[src/rtl/line_buffer_scheduler_if.sv]
// Handshake and status bundle between the line buffer scheduler and its neighbours.
// slave modport: the scheduler (takes start/data_in_valid/out_ready, drives the rest).
// master modport: upstream/downstream side that drives start, data_in_valid and out_ready.
interface line_buffer_scheduler_if #(
  parameter int KERNEL_SIZE = 3,
  parameter int ROW_SIZE    = 28,
  parameter int IMG_ROWS    = 28
);
  localparam int NB = KERNEL_SIZE + 1;
  localparam int PW = (NB > 1) ? $clog2(NB) : 1;
  localparam int CW = (ROW_SIZE > 1) ? $clog2(ROW_SIZE) : 1;
  localparam int RW = (IMG_ROWS > 1) ? $clog2(IMG_ROWS) : 1;

  logic          start;
  logic          data_in_valid;
  logic          out_ready;
  logic          in_ready;
  logic [NB-1:0] wr_en;
  logic [NB-1:0] rd_en;
  logic [PW-1:0] rd_top;
  logic          window_valid;
  logic [RW-1:0] out_row;
  logic [CW-1:0] out_col;
  logic          busy;
  logic          frame_done;

  modport master (
    output start, data_in_valid, out_ready,
    input  in_ready, wr_en, rd_en, rd_top, window_valid, out_row, out_col, busy, frame_done
  );

  modport slave (
    input  start, data_in_valid, out_ready,
    output in_ready, wr_en, rd_en, rd_top, window_valid, out_row, out_col, busy, frame_done
  );
endinterface

[src/rtl/line_buffer_scheduler.sv]
// Schedules KERNEL_SIZE+1 line buffers: one row is written while the K others
// feed a KxK window, one read pass per output row.
// Ports: clock, reset (async, active-high), bus (slave modport): start,
// data_in_valid/in_ready pixel handshake, out_ready, wr_en/rd_en buffer enables,
// rd_top, window_valid with out_row/out_col, busy, frame_done.
module line_buffer_scheduler #(
  parameter int KERNEL_SIZE = 3,
  parameter int ROW_SIZE    = 28,
  parameter int IMG_ROWS    = 28
) (
  input logic clock,
  input logic reset,
  line_buffer_scheduler_if.slave bus
);
  localparam int K   = KERNEL_SIZE;
  localparam int NB  = K + 1;
  localparam int PW  = (NB > 1) ? $clog2(NB) : 1;
  localparam int CW  = (ROW_SIZE > 1) ? $clog2(ROW_SIZE) : 1;
  localparam int RW  = (IMG_ROWS > 1) ? $clog2(IMG_ROWS) : 1;
  localparam int WRW = $clog2(IMG_ROWS + 1);
  localparam int FW  = $clog2(K + 2);

  localparam logic [PW-1:0]  PTR_LAST  = PW'(K);
  localparam logic [CW-1:0]  COL_LAST  = CW'(ROW_SIZE - 1);
  localparam logic [CW-1:0]  COL_WIN0  = CW'(K - 1);
  localparam logic [WRW-1:0] ROWS_ALL  = WRW'(IMG_ROWS);
  localparam logic [FW-1:0]  FULL_K    = FW'(K);
  localparam logic [FW-1:0]  FULL_MAX  = FW'(K + 1);

  typedef enum logic [1:0] {IDLE, FILL, STREAM, DONE} state_t;

  state_t         state, state_next;
  logic [PW-1:0]  wr_ptr, rd_top;
  logic [CW-1:0]  wr_col, rd_col;
  logic [WRW-1:0] wr_row;
  logic [RW-1:0]  rd_row;
  logic [FW-1:0]  full_rows, full_rows_next;
  logic           read_active, read_active_next;
  logic           running, busy, frame_done;
  logic           in_ready, accept, row_written, rd_go, pass_end;
  logic [PW-1:0]  free_slot;
  logic [NB-1:0]  rd_mask, wr_onehot;
  logic           window_valid;
  logic [RW-1:0]  out_row;
  logic [CW-1:0]  out_col;

  // ---------------- FSM ----------------
  always_ff @(posedge clock or posedge reset) begin
    if (reset) state <= IDLE;
    else       state <= state_next;
  end

  always_comb begin
    state_next = state;
    busy       = 1'b1;
    frame_done = 1'b0;
    running    = 1'b0;
    case (state)
      IDLE: begin
        busy = 1'b0;
        if (bus.start) state_next = FILL;
      end
      FILL: begin
        running = 1'b1;
        if (full_rows >= FULL_K) state_next = STREAM;
      end
      STREAM: begin
        running = 1'b1;
        if (wr_row == ROWS_ALL && !read_active && full_rows < FULL_K) state_next = DONE;
      end
      DONE: begin
        frame_done = 1'b1;
        state_next = IDLE;
      end
      default: state_next = IDLE;
    endcase
  end

  // ---------------- datapath control ----------------
  always_comb begin
    in_ready    = running && (full_rows <= FULL_K) && (wr_row < ROWS_ALL);
    accept      = bus.data_in_valid && in_ready;
    row_written = accept && (wr_col == COL_LAST);
    rd_go       = read_active && bus.out_ready;
    pass_end    = rd_go && (rd_col == COL_LAST);
    // The buffer just below rd_top (mod K+1) is the one the writer owns.
    free_slot   = (rd_top == '0) ? PTR_LAST : rd_top - 1'b1;
    wr_onehot   = NB'(1) << wr_ptr;
    rd_mask     = '0;
    for (int i = 0; i < NB; i++) rd_mask[i] = (PW'(i) != free_slot);

    full_rows_next = full_rows;
    if (row_written && !pass_end)      full_rows_next = full_rows + 1'b1;
    else if (pass_end && !row_written) full_rows_next = full_rows - 1'b1;

    // A finishing pass chains straight into the next one when enough rows are
    // already resident; otherwise a fresh pass waits for a registered full_rows >= K.
    read_active_next = read_active;
    if (pass_end)          read_active_next = (full_rows_next >= FULL_K);
    else if (!read_active) read_active_next = running && (full_rows >= FULL_K);
  end

  always_ff @(posedge clock or posedge reset) begin
    if (reset) begin
      wr_ptr       <= '0;
      rd_top       <= '0;
      wr_col       <= '0;
      rd_col       <= '0;
      wr_row       <= '0;
      rd_row       <= '0;
      full_rows    <= '0;
      read_active  <= 1'b0;
      window_valid <= 1'b0;
      out_row      <= '0;
      out_col      <= '0;
    end else begin
      if (state == IDLE && bus.start) begin
        // Previous frame leaves wr_row/full_rows non-zero; start from scratch.
        wr_ptr      <= '0;
        rd_top      <= '0;
        wr_col      <= '0;
        rd_col      <= '0;
        wr_row      <= '0;
        rd_row      <= '0;
        full_rows   <= '0;
        read_active <= 1'b0;
      end else begin
        if (accept) begin
          if (wr_col == COL_LAST) begin
            wr_col <= '0;
            wr_ptr <= (wr_ptr == PTR_LAST) ? '0 : wr_ptr + 1'b1;
            wr_row <= wr_row + 1'b1;
          end else begin
            wr_col <= wr_col + 1'b1;
          end
        end
        if (rd_go) begin
          if (rd_col == COL_LAST) begin
            rd_col <= '0;
            rd_top <= (rd_top == PTR_LAST) ? '0 : rd_top + 1'b1;
            rd_row <= rd_row + 1'b1;
          end else begin
            rd_col <= rd_col + 1'b1;
          end
        end
        full_rows   <= full_rows_next;
        read_active <= read_active_next;
      end
      // Window is complete once K columns of the current pass have been read.
      window_valid <= rd_go && (rd_col >= COL_WIN0);
      if (rd_go) begin
        out_col <= rd_col - COL_WIN0;
        out_row <= rd_row;
      end
    end
  end

  always_ff @(posedge clock) begin
    if (!reset) begin
      assert (!(row_written && !pass_end && full_rows == FULL_MAX));
      assert (!(pass_end && !row_written && full_rows == '0));
    end
  end

  assign bus.in_ready     = in_ready;
  assign bus.wr_en        = accept ? wr_onehot : '0;
  assign bus.rd_en        = rd_go ? rd_mask : '0;
  assign bus.rd_top       = rd_top;
  assign bus.window_valid = window_valid;
  assign bus.out_row      = out_row;
  assign bus.out_col      = out_col;
  assign bus.busy         = busy;
  assign bus.frame_done   = frame_done;
endmodule

[src/flat_wrapper.sv]
// flat-port wrapper written by rule: the top's interface ports become plain ports
module line_buffer_scheduler_flat 
#(
  parameter int KERNEL_SIZE = 3,
  parameter int ROW_SIZE    = 28,
  parameter int IMG_ROWS    = 28
)
  (clock, reset, bus_start, bus_data_in_valid, bus_out_ready, bus_in_ready, bus_wr_en, bus_rd_en, bus_rd_top, bus_window_valid, bus_out_row, bus_out_col, bus_busy, bus_frame_done);
  line_buffer_scheduler_if #(.KERNEL_SIZE(KERNEL_SIZE), .ROW_SIZE(ROW_SIZE), .IMG_ROWS(IMG_ROWS)) bus_i ();
  input logic clock;
  input logic reset;
  input wire logic [$bits(bus_i.start)-1:0] bus_start;
  input wire logic [$bits(bus_i.data_in_valid)-1:0] bus_data_in_valid;
  input wire logic [$bits(bus_i.out_ready)-1:0] bus_out_ready;
  output wire logic [$bits(bus_i.in_ready)-1:0] bus_in_ready;
  output wire logic [$bits(bus_i.wr_en)-1:0] bus_wr_en;
  output wire logic [$bits(bus_i.rd_en)-1:0] bus_rd_en;
  output wire logic [$bits(bus_i.rd_top)-1:0] bus_rd_top;
  output wire logic [$bits(bus_i.window_valid)-1:0] bus_window_valid;
  output wire logic [$bits(bus_i.out_row)-1:0] bus_out_row;
  output wire logic [$bits(bus_i.out_col)-1:0] bus_out_col;
  output wire logic [$bits(bus_i.busy)-1:0] bus_busy;
  output wire logic [$bits(bus_i.frame_done)-1:0] bus_frame_done;
  assign bus_i.start = bus_start;
  assign bus_i.data_in_valid = bus_data_in_valid;
  assign bus_i.out_ready = bus_out_ready;
  assign bus_in_ready = bus_i.in_ready;
  assign bus_wr_en = bus_i.wr_en;
  assign bus_rd_en = bus_i.rd_en;
  assign bus_rd_top = bus_i.rd_top;
  assign bus_window_valid = bus_i.window_valid;
  assign bus_out_row = bus_i.out_row;
  assign bus_out_col = bus_i.out_col;
  assign bus_busy = bus_i.busy;
  assign bus_frame_done = bus_i.frame_done;
  line_buffer_scheduler #(.KERNEL_SIZE(KERNEL_SIZE), .ROW_SIZE(ROW_SIZE), .IMG_ROWS(IMG_ROWS)) u_core (.clock(clock), .reset(reset), .bus(bus_i));
endmodule
[config.mk]
export PLATFORM = sky130hd
export DESIGN_NAME = line_buffer_scheduler_flat
export DESIGN_NICKNAME = d
export VERILOG_FILES = /design/src/rtl/line_buffer_scheduler_if.sv /design/src/rtl/line_buffer_scheduler.sv /design/src/flat_wrapper.sv
export SDC_FILE = /design/constraint.sdc
export NUM_CORES = 1
export LEC_CHECK = 0
export BUFFER_PORTS_ARGS = -buffer_cell sky130_fd_sc_hd__buf_2
export CAP_MARGIN = 30
export CORE_ASPECT_RATIO = 1.1
export CORE_MARGIN = 8
export CORE_UTILIZATION = 50
export DETAILED_ROUTE_END_ITERATION = 8
export PLACE_DENSITY = 0.7
export SYNTH_ARGS = -nofsm -noshare
export SYNTH_HDL_FRONTEND = slang
export SYNTH_SLANG_ARGS = --single-unit
[constraint.sdc]
create_clock -name clock -period 3.6 [get_ports clock]
set_input_delay 0.36 -clock clock [delete_from_list [all_inputs] [get_ports clock]]
set_output_delay 0.36 -clock clock [all_outputs]
set_load 0.05 [all_outputs]
# Yosys cells after proc, flatten, opt, wreduce, memory -nomap -nowiden
# Cells that the tools add are included.
[totals]
input_bits = 5
elab_cells = 106
register_bits = 41
[op_classes]
shift = 1
n_reduce_logical = 27
order_cmp = 6
add_sub_neg = 10
eq_ne = 14
mux = 36
[ops]
columns = ["operator", "count"]
rows = [
  ["2-to-1 mux 5 bit", 12],
  ["2-to-1 mux 2 bit", 12],
  ["adder 5 x 1 -> 5 bit (second input constant)", 4],
  ["== test 5 bit (second input constant)", 3],
  ["logical AND 1 bit", 13],
  ["nonzero test 2 bit", 5],
  ["2-to-1 mux 3 bit", 3],
  ["== test 2 bit (second input constant)", 4],
  ["2-to-1 mux 4 bit", 2],
  ["case mux 2 bit (4 select lines)", 1],
  ["greater-or-equal comparator 3 x 2 -> 1 bit (second input constant)", 2],
  ["2-to-1 mux 1 bit", 6],
  ["greater-or-equal comparator 5 x 2 -> 1 bit (second input constant)", 1],
  ["< comparator 5 bit (second input constant)", 1],
  ["subtractor 5 x 2 -> 5 bit (second input constant)", 1],
  ["adder 2 x 1 -> 2 bit (second input constant)", 2],
  ["zero test 2 bit", 2],
  ["inequality test 2 x 1 -> 1 bit (second input constant)", 2],
  ["inequality test 2 bit (first input constant)", 2],
  ["AND reduction 2 bit", 2],
  ["left shift 1 x 2 -> 4 bit (first input constant)", 1],
  ["adder 3 x 1 -> 3 bit (second input constant)", 1],
  ["less-or-equal comparator 3 x 2 -> 1 bit (second input constant)", 1],
  ["zero test 1 bit", 3],
  ["8 further kinds", 8],
]

# Depth between registers and ports, before layout
# Gate-level depths: netlist of run 1.
[logic_depth]
depth_word = 14
ltp_mapped = 8

# Worst setup path before layout of run 1
# No wires, ideal clock.
[synth_path]
kind = "reg2out"
from = "reg u_core.rd_top[0], in the netlist u_core.bus.rd_top[0]"
to = "out bus_rd_en[1]"
t_arrival_ns = 1.668
stages_incl_launch_ff = 4
setup_slack_ns = 1.572
path_buffers = 0
path_cell_list = "dfrtp_1 > inv_1 > ha_1 > nor2_1"
[synth_between]
elab_chain_len = 4
[synth_rtl]
columns = ["element", "line", "rtl"]
rows = [
  ["start, declared", "line_buffer_scheduler.sv:33", "logic [PW-1:0] wr_ptr, rd_top;"],
  ["start signal, assigned", "line_buffer_scheduler.sv:140", "rd_top <= (rd_top == PTR_LAST) ? '0 : rd_top + 1'b1;"],
  ["subtractor 2 x 1 -> 2 bit / zero test 2 bit (equally long branches)", "line_buffer_scheduler.sv:87", "free_slot = (rd_top == '0) ? PTR_LAST : rd_top - 1'b1;"],
  ["2-to-1 mux 2 bit *", "line_buffer_scheduler.sv:87", ""],
  ["inequality test 1 x 2 -> 1 bit *", "line_buffer_scheduler.sv:90", "for (int i = 0; i < NB; i++) rd_mask[i] = (PW'(i) != free_slot);"],
  ["2-to-1 mux 4 bit *", "line_buffer_scheduler.sv:167", "assign bus.rd_en = rd_go ? rd_mask : '0;"],
  ["end, declared", "flat_wrapper.sv:17", "output wire logic [$bits(bus_i.rd_en)-1:0] bus_rd_en;"],
]
# Every way passes the cells marked *; elsewhere a longest branch is shown, timed or not.

# Worst setup path in the final report of run 1
[layout_path]
from = "reg u_core.state[0]"
to = "out bus_wr_en[2]"
[layout_between]
elab_chain_len = 7
[layout_rtl]
columns = ["element", "line", "rtl"]
rows = [
  ["start, declared", "line_buffer_scheduler.sv:32", "state_t state, state_next;"],
  ["start signal, assigned", "line_buffer_scheduler.sv:50", "else state <= state_next;"],
  ["== test 2 x 1 -> 1 bit / == test 2 bit (equally long branches)", "line_buffer_scheduler.sv:58", "case (state)"],
  ["OR reduction 2 bit (no source line) *", "n/a", ""],
  ["2-to-1 mux 1 bit *", "line_buffer_scheduler.sv:58", ""],
  ["logical AND 1 bit * (2 in a row)", "line_buffer_scheduler.sv:81", "in_ready = running && (full_rows <= FULL_K) && (wr_row < ROWS_ALL);"],
  ["logical AND 1 bit *", "line_buffer_scheduler.sv:82", "accept = bus.data_in_valid && in_ready;"],
  ["2-to-1 mux 4 bit *", "line_buffer_scheduler.sv:166", "assign bus.wr_en = accept ? wr_onehot : '0;"],
  ["end, declared", "flat_wrapper.sv:16", "output wire logic [$bits(bus_i.wr_en)-1:0] bus_wr_en;"],
]
# Marked as above.

==> flow_metrics.tcl, run 1 <==
set metrics [dict create \
    status "finished, final reports clean" \
    yosysTopAreaCellShare_pct 43.3 \
    hold_buffers 0 \
    ys.flop_type "dfrtp_1" \
    r2r_cells 6 \
    antenna_found_initial 0 \
    syn_area_per_cell_um2 9.88 \
    synth_cell_type_count 44 \
    num_antenna_cells 0 \
    initial_core_util_pct 51.3 \
    grt_pass1_wl_um 7580 \
    die_x_um 81.7 \
    ys_seq_area_share_pct 43.3 \
    io-pin-count 29 \
    period_share_pct 67.1 \
    clock_path_buffers 2 \
    period_minus_slack_ns 2.42 \
    dp_hpwl_um 3220 \
    hp-class "input port to async pin" \
    dr.pass1.iters 4 \
    drv_slew 0 \
    finClkSkew_ns 0.00693 \
    cts-root-buf "clkbuf_8" \
    r2r-end "u_core.read_active$_DFF_PP0_" \
    crit_arrival_ns 2.06 \
    gp_congestion 0.849 \
    syn_nets 269 \
    portBuffers 28 \
    core_um2 4620 \
    row_count 26 \
    gr-total-overflow 0 \
    die_area_um2 7200 \
    die_h_um 88.2 \
    tns_ns 0 \
    cts_setup_buffers 0 \
    dr_total_vias 1711 \
    synth_edf_count 0 \
    numCtsBuffers 5 \
    p_total_mw 1.50 \
    grt_pass1_vias 1707 \
    reg2reg_setup_slack_ns 1.48 \
    drive_above_1_share_pct 18.1 \
    leakage_nw 1.36 \
    ys_ff_latch 41 \
    rsz0062_at_grt "false" \
    cts_resized 0 \
    regToRegStartpoint "u_core.full_rows[0]$_DFF_PP0_" \
    synthesis.area_um2 2370 \
    synth_top_cell_by_area "dfrtp_1" \
    crit_path_end_kind "output port" \
    clkSlewWorstSetupHoldPaths_ns 0.08 \
    wl_um 4340 \
    hold_violations 0 \
    powerDensity_nw_per_um2 559 \
    async_reset_ff_share_pct 100 \
    start_kind "flop" \
    worstPathRequired_ns 3.24 \
    setup_viol 0 \
    layout.nets 299 \
    ys_top_cells_by_count "41 x dfrtp_1, 25 x nand2_1, 25 x nor2_1, 24 x ha_1, 19 x a21oi_1" \
    ant_nets 0 \
    crit_fanout 9 \
    yosysWarnings 0 \
    avgViaCountPerCell 5.23 \
    clock_sinks 41 \
    fmax_mhz 414 \
    syn_inst 240 \
    drt-wirelength-per-cell_um 13.3 \
    clock_latency_ns 0.29 \
    fillers 420 \
    synthTopCellsByArea "dfrtp_1 43%, ha_1 13%, a21oi_1 4.0%" \
    drtIter0Drc 62 \
    syn2layout_area_growth_pct 13.1 \
    grt_max_degree 27 \
    htreeDepth 2 \
    drcViolationCount 0 \
    cts_tree "built" \
    maxCapViolCount 0 \
    relSlewSlack_pct 44.9 \
    path_class "flop to output port" \
    grt_use_total_pct 13.4 \
    tightest_slew_ns 0.826 \
    vdd_drop_max_mv 0.494 \
    yosysMostFrequentCell "dfrtp_1" \
]
==> kinds of logic (layout without fill, tap and decap cells) <==
logic type	after synthesis	count (layout)	synth area share (%)
buffers and inverters	25	56	4.43
AO/OA/AOI/OAI	43	43	12.1
XOR/XNOR	11	11	4.06
multiplexers	9	9	4.12
flip-flops	41	41	43.3
adder cells (fa/ha/maj)	24	24	12.7
AND/OR/NAND/NOR	87	87	19.4
==> critical path, cell delays in order (launching register included) <==
cell and delay, ns:
dfrtp_1 0.41, inv_1 0.11, ha_1 0.33, and2_1 0.21, o211a_1 0.30, and2_1 0.16, buf_2 0.26
==> registers in the layout (all words and copies together), names as in the netlist <==
signal	count
u_core.bus.out_row	5
u_core.wr_col	5
u_core.wr_row	5
u_core.bus.window_valid	1
u_core.wr_ptr	2
u_core.bus.rd_top	2
u_core.state	2
u_core.rd_col	5
u_core.read_active	1
u_core.rd_row	5
u_core.full_rows	3
u_core.bus.out_col	5
==> cells in the final DEF, fill, tap and decap left out, drive strengths merged, types with 2 or more instances in the layout <==
| cell | netlist | layout |
|---|---|---|
| dfrtp | 41 | 41 |
| buf | 3 | 30 |
| nor2 | 25 | 25 |
| nand2 | 25 | 25 |
| ha | 24 | 24 |
| a21oi | 20 | 20 |
| inv | 18 | 18 |
| o21ai | 10 | 10 |
| xnor2 | 8 | 8 |
| nor3 | 8 | 8 |
| clkbuf | 4 | 7 |
| and2 | 6 | 6 |
| mux2 | 6 | 6 |
| nand3 | 5 | 5 |
| or3 | 4 | 4 |
| xor2 | 3 | 3 |
| a211oi | 3 | 3 |
| mux2i | 3 | 3 |
| nand4 | 3 | 3 |
| o211a | 2 | 2 |
| nor4 | 2 | 2 |
| nor3b | 2 | 2 |
==> power breakdown <==
group | total, mW | internal [mW] | leakage, nW | switching (mW)
sequential | 0.574 | 0.522 | 0.556 | 0.0521
clock | 0.380 | 0.226 | 0.0585 | 0.154
combinational | 0.544 | 0.151 | 0.748 | 0.393
==> area by class of cell <==
type                    instances  area [um^2]  area share, %
repair buffers                 30          163           6.06
flip-flops and latches         41         1030           38.2
clock inverters                 1         30.0           1.12
clock buffers                   7         86.3           3.22
multi-input cells             174         1240           46.2
inverters                      18         67.6           2.52
well taps                      56         70.1           2.61
==> how the worst max path moves through the flow <==
stage,startpoint,endpoint,slack (ns),cells after the start
6_report,u_core.state[0]$_DFFE_PP0P_,bus_wr_en[2],1.18,6
5_1_grt,u_core.state[0]$_DFFE_PP0P_,bus_wr_en[2],0.99,6
4_1_cts,u_core.state[0]$_DFFE_PP0P_,bus_wr_en[2],1.17,6
3_5_place_dp,u_core.state[1]$_DFFE_PP0P_,bus_wr_en[2],1.50,6
3_3_place_gp,u_core.state[0]$_DFFE_PP0P_,bus_wr_en[3],1.57,6
2_1_floorplan,u_core.bus.rd_top[0]$_DFFE_PP0P_,bus_rd_en[1],1.57,3
==> metal layers <==
metal / up-vias / global-route usage (%) / wire length (um)
met4: 0 / 5.27 / 59
met3: 6 / 3.66 / 218
met1: 789 / 14.9 / 1930
met5: - / 0 / 0
li1: 885 / - / -
met2: 31 / 23.4 / 2130
==> per-stage QoR <==
step | instance area (um^2) | setup slack (ns) | hold slack (ns) | utilization (%) | instances
floorplan | 2370 | 1.57 | 0.463 | - | 240
global placement | 2550 | 1.57 | 0.455 | 55.2 | 318
detailed placement | 2570 | 1.50 | 0.465 | 55.6 | 319
CTS | 2680 | 1.17 | 0.252 | 58.1 | 327
global route | 2680 | 0.994 | 0.298 | 58.1 | 327
finish | 2680 | 1.18 | 0.224 | 58.1 | 327
(Power assumes the default switching activity.)
==> run 2: changes to the inputs <==
--- a/config.mk
+++ b/config.mk
@@ -11,7 +11,7 @@
 export CORE_MARGIN = 8
 export CORE_UTILIZATION = 50
 export DETAILED_ROUTE_END_ITERATION = 8
-export PLACE_DENSITY = 0.7
+export PLACE_DENSITY = 0.73
 export SYNTH_ARGS = -nofsm -noshare
 export SYNTH_HDL_FRONTEND = slang
 export SYNTH_SLANG_ARGS = --single-unit
==> constraint.sdc (replaced) <==
create_clock -name clock -period 2.2 [get_ports clock]
set_input_delay 0.22 -clock clock [delete_from_list [all_inputs] [get_ports clock]]
set_output_delay 0.22 -clock clock [all_outputs]
set_load 0.05 [all_outputs]
==> run 2 against run 1 <==
First-iteration DRC count is 21% higher. Cell count increased by 2.8%. Combinational power grew 70%.
==> flow_metrics.tcl, run 2 (synthesis results as in run 1) <==
set metrics [dict create \
    numCtsBuffers 5 \
    final_common_cell "dfrtp_1" \
    clock_latency_ns 0.29 \
    die_x_um 81.7 \
    die_h_um 88.2 \
    vdd_drop_max_mv 0.685 \
    status "finished, final reports clean" \
    p_sw_share_pct 39.5 \
    setup_viol 0 \
    finClkSkew_ns 0.00415 \
    grt_use_total_pct 13.4 \
    powerDensity_nw_per_um2 899 \
    clock_path_buffers 2 \
    layout_common_cells "41 x dfrtp_1, 25 x nor2_1, 25 x nand2_1" \
    antenna_found_initial 0 \
    drv_slew 0 \
    row_count 26 \
    finish.instance_area_um2 2760 \
    die_area_um2 7200 \
    gr-total-overflow 0 \
    gp_congestion 0.840 \
    io-pin-count 29 \
    dpl_worst_slack_ns 0.201 \
    hold_buffers 0 \
    drcViolationCount 0 \
    relSlewSlack_pct 58.8 \
    clkSlewWorstSetupHoldPaths_ns 0.08 \
    seqCellArea_um2 1030 \
    clock_sinks 41 \
    hold_violations 0 \
    wl_um 4430 \
    core_um2 4620 \
    period_share_pct 93.9 \
    initial_core_util_pct 51.3 \
    grt_pass1_wl_um 7730 \
    path_class "flop to output port" \
    drive_above_1_share_pct 21.4 \
    hp-class "input port to async pin" \
    syn2layout_area_growth_pct 16.5 \
    multi_input_area_um2 1250 \
    crit_path_end_kind "output port" \
    dr.pass1.iters 4 \
    fmax_mhz 484 \
    tightest_slew_ns 0.616 \
    whs_ns 0.0478 \
    drt-wirelength-per-cell_um 13.2 \
    rsz0062_at_grt "false" \
    worstPathRequired_ns 1.98 \
    switching_power_uw 979 \
    power_frac_seq_pct 37.5 \
    ant_nets 0 \
    period_minus_slack_ns 2.07 \
    clock_power_share_pct 25.1 \
    drtIter0Drc 75 \
    maxCapViolCount 0 \
    place_area_um2 2590 \
    dp_hpwl_um 3070 \
    layout.nets 308 \
    fillers 393 \
    cts-root-buf "clkbuf_8" \
    avgViaCountPerCell 5.28 \
    p_comb_share_pct 37.4 \
    crit_arrival_ns 1.85 \
    p_int_mw 1.50 \
    tns_ns 0 \
    grt_pass1_vias 1705 \
    setup_ws_ns 0.135 \
    leakage_nw 1.40 \
    post-place-cells 323 \
    num_antenna_cells 0 \
    finalNonFillerCells 336 \
    start_kind "flop" \
    crit_fanout 9 \
    reg2reg_setup_slack_ns 0.28 \
    cts_tree "built" \
    dr_total_vias 1775 \
    grt_max_degree 42 \
    portBuffers 28 \
    htreeDepth 2 \
]
[run 2: cell count changes in the layout (fill, tap and decap cells not counted), sizes merged]
cell,previous run,this run
buf,30,39
[run 2: critical path, cell delays in order, from the launching register on]
cell and delay [ns]:
dfrtp_1 0.38, inv_1 0.09, ha_1 0.35, and2_2 0.22, o211a_4 0.17, and2_1 0.16
buf_4 0.18
[run 2: what timing repair did]
action,4_1_cts,5_1_grt
endpoints found under the setup margin,4,7
pin swaps,0,1
gates resized for setup,5,1
buffers inserted,0,5
[run 2: final timing paths]
path | startpoint | to | cells after the start
worst max-delay path | u_core.state[0]$_DFFE_PP0P_ | bus_wr_en[0] | 6
worst min-delay path | reset | u_core.bus.out_row[0]$_DFFE_PP0P_ | 3
worst max register to register | u_core.state[0]$_DFFE_PP0P_ | u_core.full_rows[2]$_DFF_PP0_ | 7
worst min register to register | u_core.bus.out_col[0]$_DFFE_PP0P_ | u_core.bus.out_col[0]$_DFFE_PP0P_ | 2
max in group asynchronous | reset | u_core.state[0]$_DFFE_PP0P_ | 3
min in group clock | bus_out_ready | u_core.rd_col[2]$_DFFE_PP0P_ | 4
[run 2: power by group through the flow]
stage	sequential (mW)	combinational (mW)	clock, mW
2_1_floorplan	1.11	0.530	0
3_3_place_gp	0.946	0.869	0
3_5_place_dp	0.954	0.889	0
4_1_cts	0.939	0.907	0.640
5_1_grt	0.948	1.02	0.675
6_report	0.932	0.927	0.623
[run 2: final cells by class]
class,instances,area share [%]
inverter,18,2.45
multi-input combinational,174,45.2
timing repair buffer,39,8.43
tap,56,2.54
sequential,41,37.2
clock buffer,7,3.13
clock inverter,1,1.09
[run 2: per-layer routing]
| metal | GRT usage, % | part of all wire (%) | vias up |
|---|---|---|---|
| met1 | 16.5 | 45 | 822 |
| met5 | 0 | 0 | - |
| li1 | - | - | 902 |
| met4 | 4.47 | 1.2 | 0 |
| met2 | 21.7 | 48 | 45 |
| met3 | 3.86 | 6.3 | 6 |
[run 2: per-stage QoR]
stage	utilization [%]	power, mW
6_report	59.8	2.48
5_1_grt	59.8	2.64
4_1_cts	58.9	2.49
3_5_place_dp	56.0	1.84
3_3_place_gp	56.0	1.81
2_1_floorplan	-	1.64
==> run 3: changes to the inputs <==
--- a/config.mk
+++ b/config.mk
@@ -9,9 +9,10 @@
 export CAP_MARGIN = 30
 export CORE_ASPECT_RATIO = 1.1
 export CORE_MARGIN = 8
-export CORE_UTILIZATION = 50
+export CORE_UTILIZATION = 51
 export DETAILED_ROUTE_END_ITERATION = 8
-export PLACE_DENSITY = 0.73
+export GPL_ROUTABILITY_DRIVEN = 1
+export PLACE_DENSITY = 0.74
 export SYNTH_ARGS = -nofsm -noshare
 export SYNTH_HDL_FRONTEND = slang
 export SYNTH_SLANG_ARGS = --single-unit
==> run 3 against run 2 <==
Global-route usage up 0.51 points. Setup slack worse by 0.068 ns. Cell count down 1.2%. Die area down 1.6%. Non-clock buffer count down 4. Fmax down 3.2%.
==> flow_metrics.tcl, run 3 (synthesis results as in run 1) <==
set metrics [dict create \
    gp_congestion 0.835 \
    wl_um 4500 \
    io-pin-count 29 \
    grt_pass1_vias 1738 \
    core_um2 4550 \
    grt_pass1_wl_um 7830 \
    vdd_drop_max_mv 0.669 \
    clock_sinks 41 \
    maxCapViolCount 0 \
    layout.nets 304 \
    r2r_cells 6 \
    dr_total_vias 1768 \
    finClkSkew_ns 0.00562 \
    crit_arrival_ns 1.91 \
    start_kind "flop" \
    fmax_mhz 469 \
    gr-total-overflow 0 \
    avgViaCountPerCell 5.33 \
    period_minus_slack_ns 2.13 \
    drcViolationCount 0 \
    portBuffers 28 \
    grt_max_degree 42 \
    drt-wirelength-per-cell_um 13.6 \
    hold_violations 0 \
    crit_fanout 9 \
    relSlewSlack_pct 65.2 \
    leakage_nw 1.38 \
    tightest_slew_ns 0.521 \
    die_area_um2 7090 \
    num_antenna_cells 0 \
    fillers 387 \
    dr.pass1.iters 4 \
    setup_viol 0 \
    grt_use_total_pct 13.9 \
    cts-root-buf "clkbuf_8" \
    die_x_um 81.0 \
    die_h_um 87.5 \
    setup.worst_path.start "u_core.full_rows[0]$_DFF_PP0_" \
    clkSlewWorstSetupHoldPaths_ns 0.08 \
    whs_ns 0.0511 \
    drive_above_1_share_pct 21.4 \
    ant_nets 0 \
    powerDensity_nw_per_um2 908 \
    period_share_pct 96.9 \
    antenna_found_initial 0 \
    p_total_mw 2.49 \
    path_class "flop to output port" \
    htreeDepth 2 \
    regToRegStartpoint "u_core.full_rows[0]$_DFF_PP0_" \
    dp_hpwl_um 3150 \
    cts_tree "built" \
    finalNonFillerCells 332 \
    worstPathRequired_ns 1.98 \
    hp-class "input port to async pin" \
    layout_common_cells "39 x dfrtp_1, 25 x nor2_1, 25 x nand2_1" \
    clock_path_buffers 2 \
    numCtsBuffers 5 \
    clock_latency_ns 0.29 \
    crit_path_end_kind "output port" \
    post-place-cells 323 \
    final_common_cell "dfrtp_1" \
    drv_slew 0 \
    status "finished, final reports clean" \
    tns_ns 0 \
    initial_core_util_pct 52.1 \
    row_count 26 \
    drtIter0Drc 87 \
    syn2layout_area_growth_pct 15.8 \
]
-- run 3: routing by layer --
metal	wire length (um)	global-route usage, %	part of all wire (%)
met5	0	0	0
met3	226	3.20	5.0
met1	1990	15.9	44
met2	2190	23.6	49
met4	96	6.50	2.1
-- run 3: final cells by class --
| type | count | area, um^2 | share of cell area, % |
|---|---|---|---|
| multi-input cells | 174 | 1250 | 45.5 |
| well taps | 56 | 70.1 | 2.55 |
| clock inverters | 2 | 37.5 | 1.37 |
| clock buffers | 6 | 82.6 | 3.01 |
| flip-flops and latches | 41 | 1030 | 37.5 |
| inverters | 18 | 67.6 | 2.46 |
| repair buffers | 35 | 210 | 7.66 |
-- run 3: path summary, 6_finish.rpt --
check                                                     to  slack, ns
min in group clock              u_core.rd_col[2]$_DFFE_PP0P_       0.34
hold / removal             u_core.bus.out_row[2]$_DFFE_PP0P_       0.05
hold reg to reg            u_core.bus.out_col[0]$_DFFE_PP0P_       0.48
setup reg to reg                u_core.read_active$_DFF_PP0_       0.23
max in group asynchronous      u_core.full_rows[0]$_DFF_PP0_       1.77
setup / recovery                                bus_wr_en[2]       0.07
-- run 3: worst max-delay path, cell delays in order (launching register included) --
cell and delay, ns:
dfrtp_2 0.47, ha_1 0.22, ha_1 0.27, o211a_4 0.31, and2_1 0.17, buf_4 0.18
-- run 3: timing repair --
| item | 4_1_cts | 5_1_grt |
|---|---|---|
| setup endpoints to repair | 4 | 5 |
| buffers inserted | 0 | 1 |
| endpoints found under the hold margin | 0 | 0 |
| gates resized for setup | 5 | 5 |
| hold buffers | 0 | 0 |
-- run 3: metrics by stage --
stage | worst slack (ns) | cell area [um^2] | util [%]
floorplan | 0.312 | 2370 | -
global placement | 0.274 | 2590 | 56.8
detailed placement | 0.224 | 2590 | 56.8
CTS | 0.0375 | 2730 | 59.9
global route | -0.00307 | 2750 | 60.3
finish | 0.0673 | 2750 | 60.3
-- run 3: report_power, final --
part / total, mW / switching [mW] / internal, mW
combinational: 0.917 / 0.644 / 0.273
sequential: 0.939 / 0.0858 / 0.854
clock: 0.636 / 0.267 / 0.369
total: 2.49 / 0.996 / 1.50
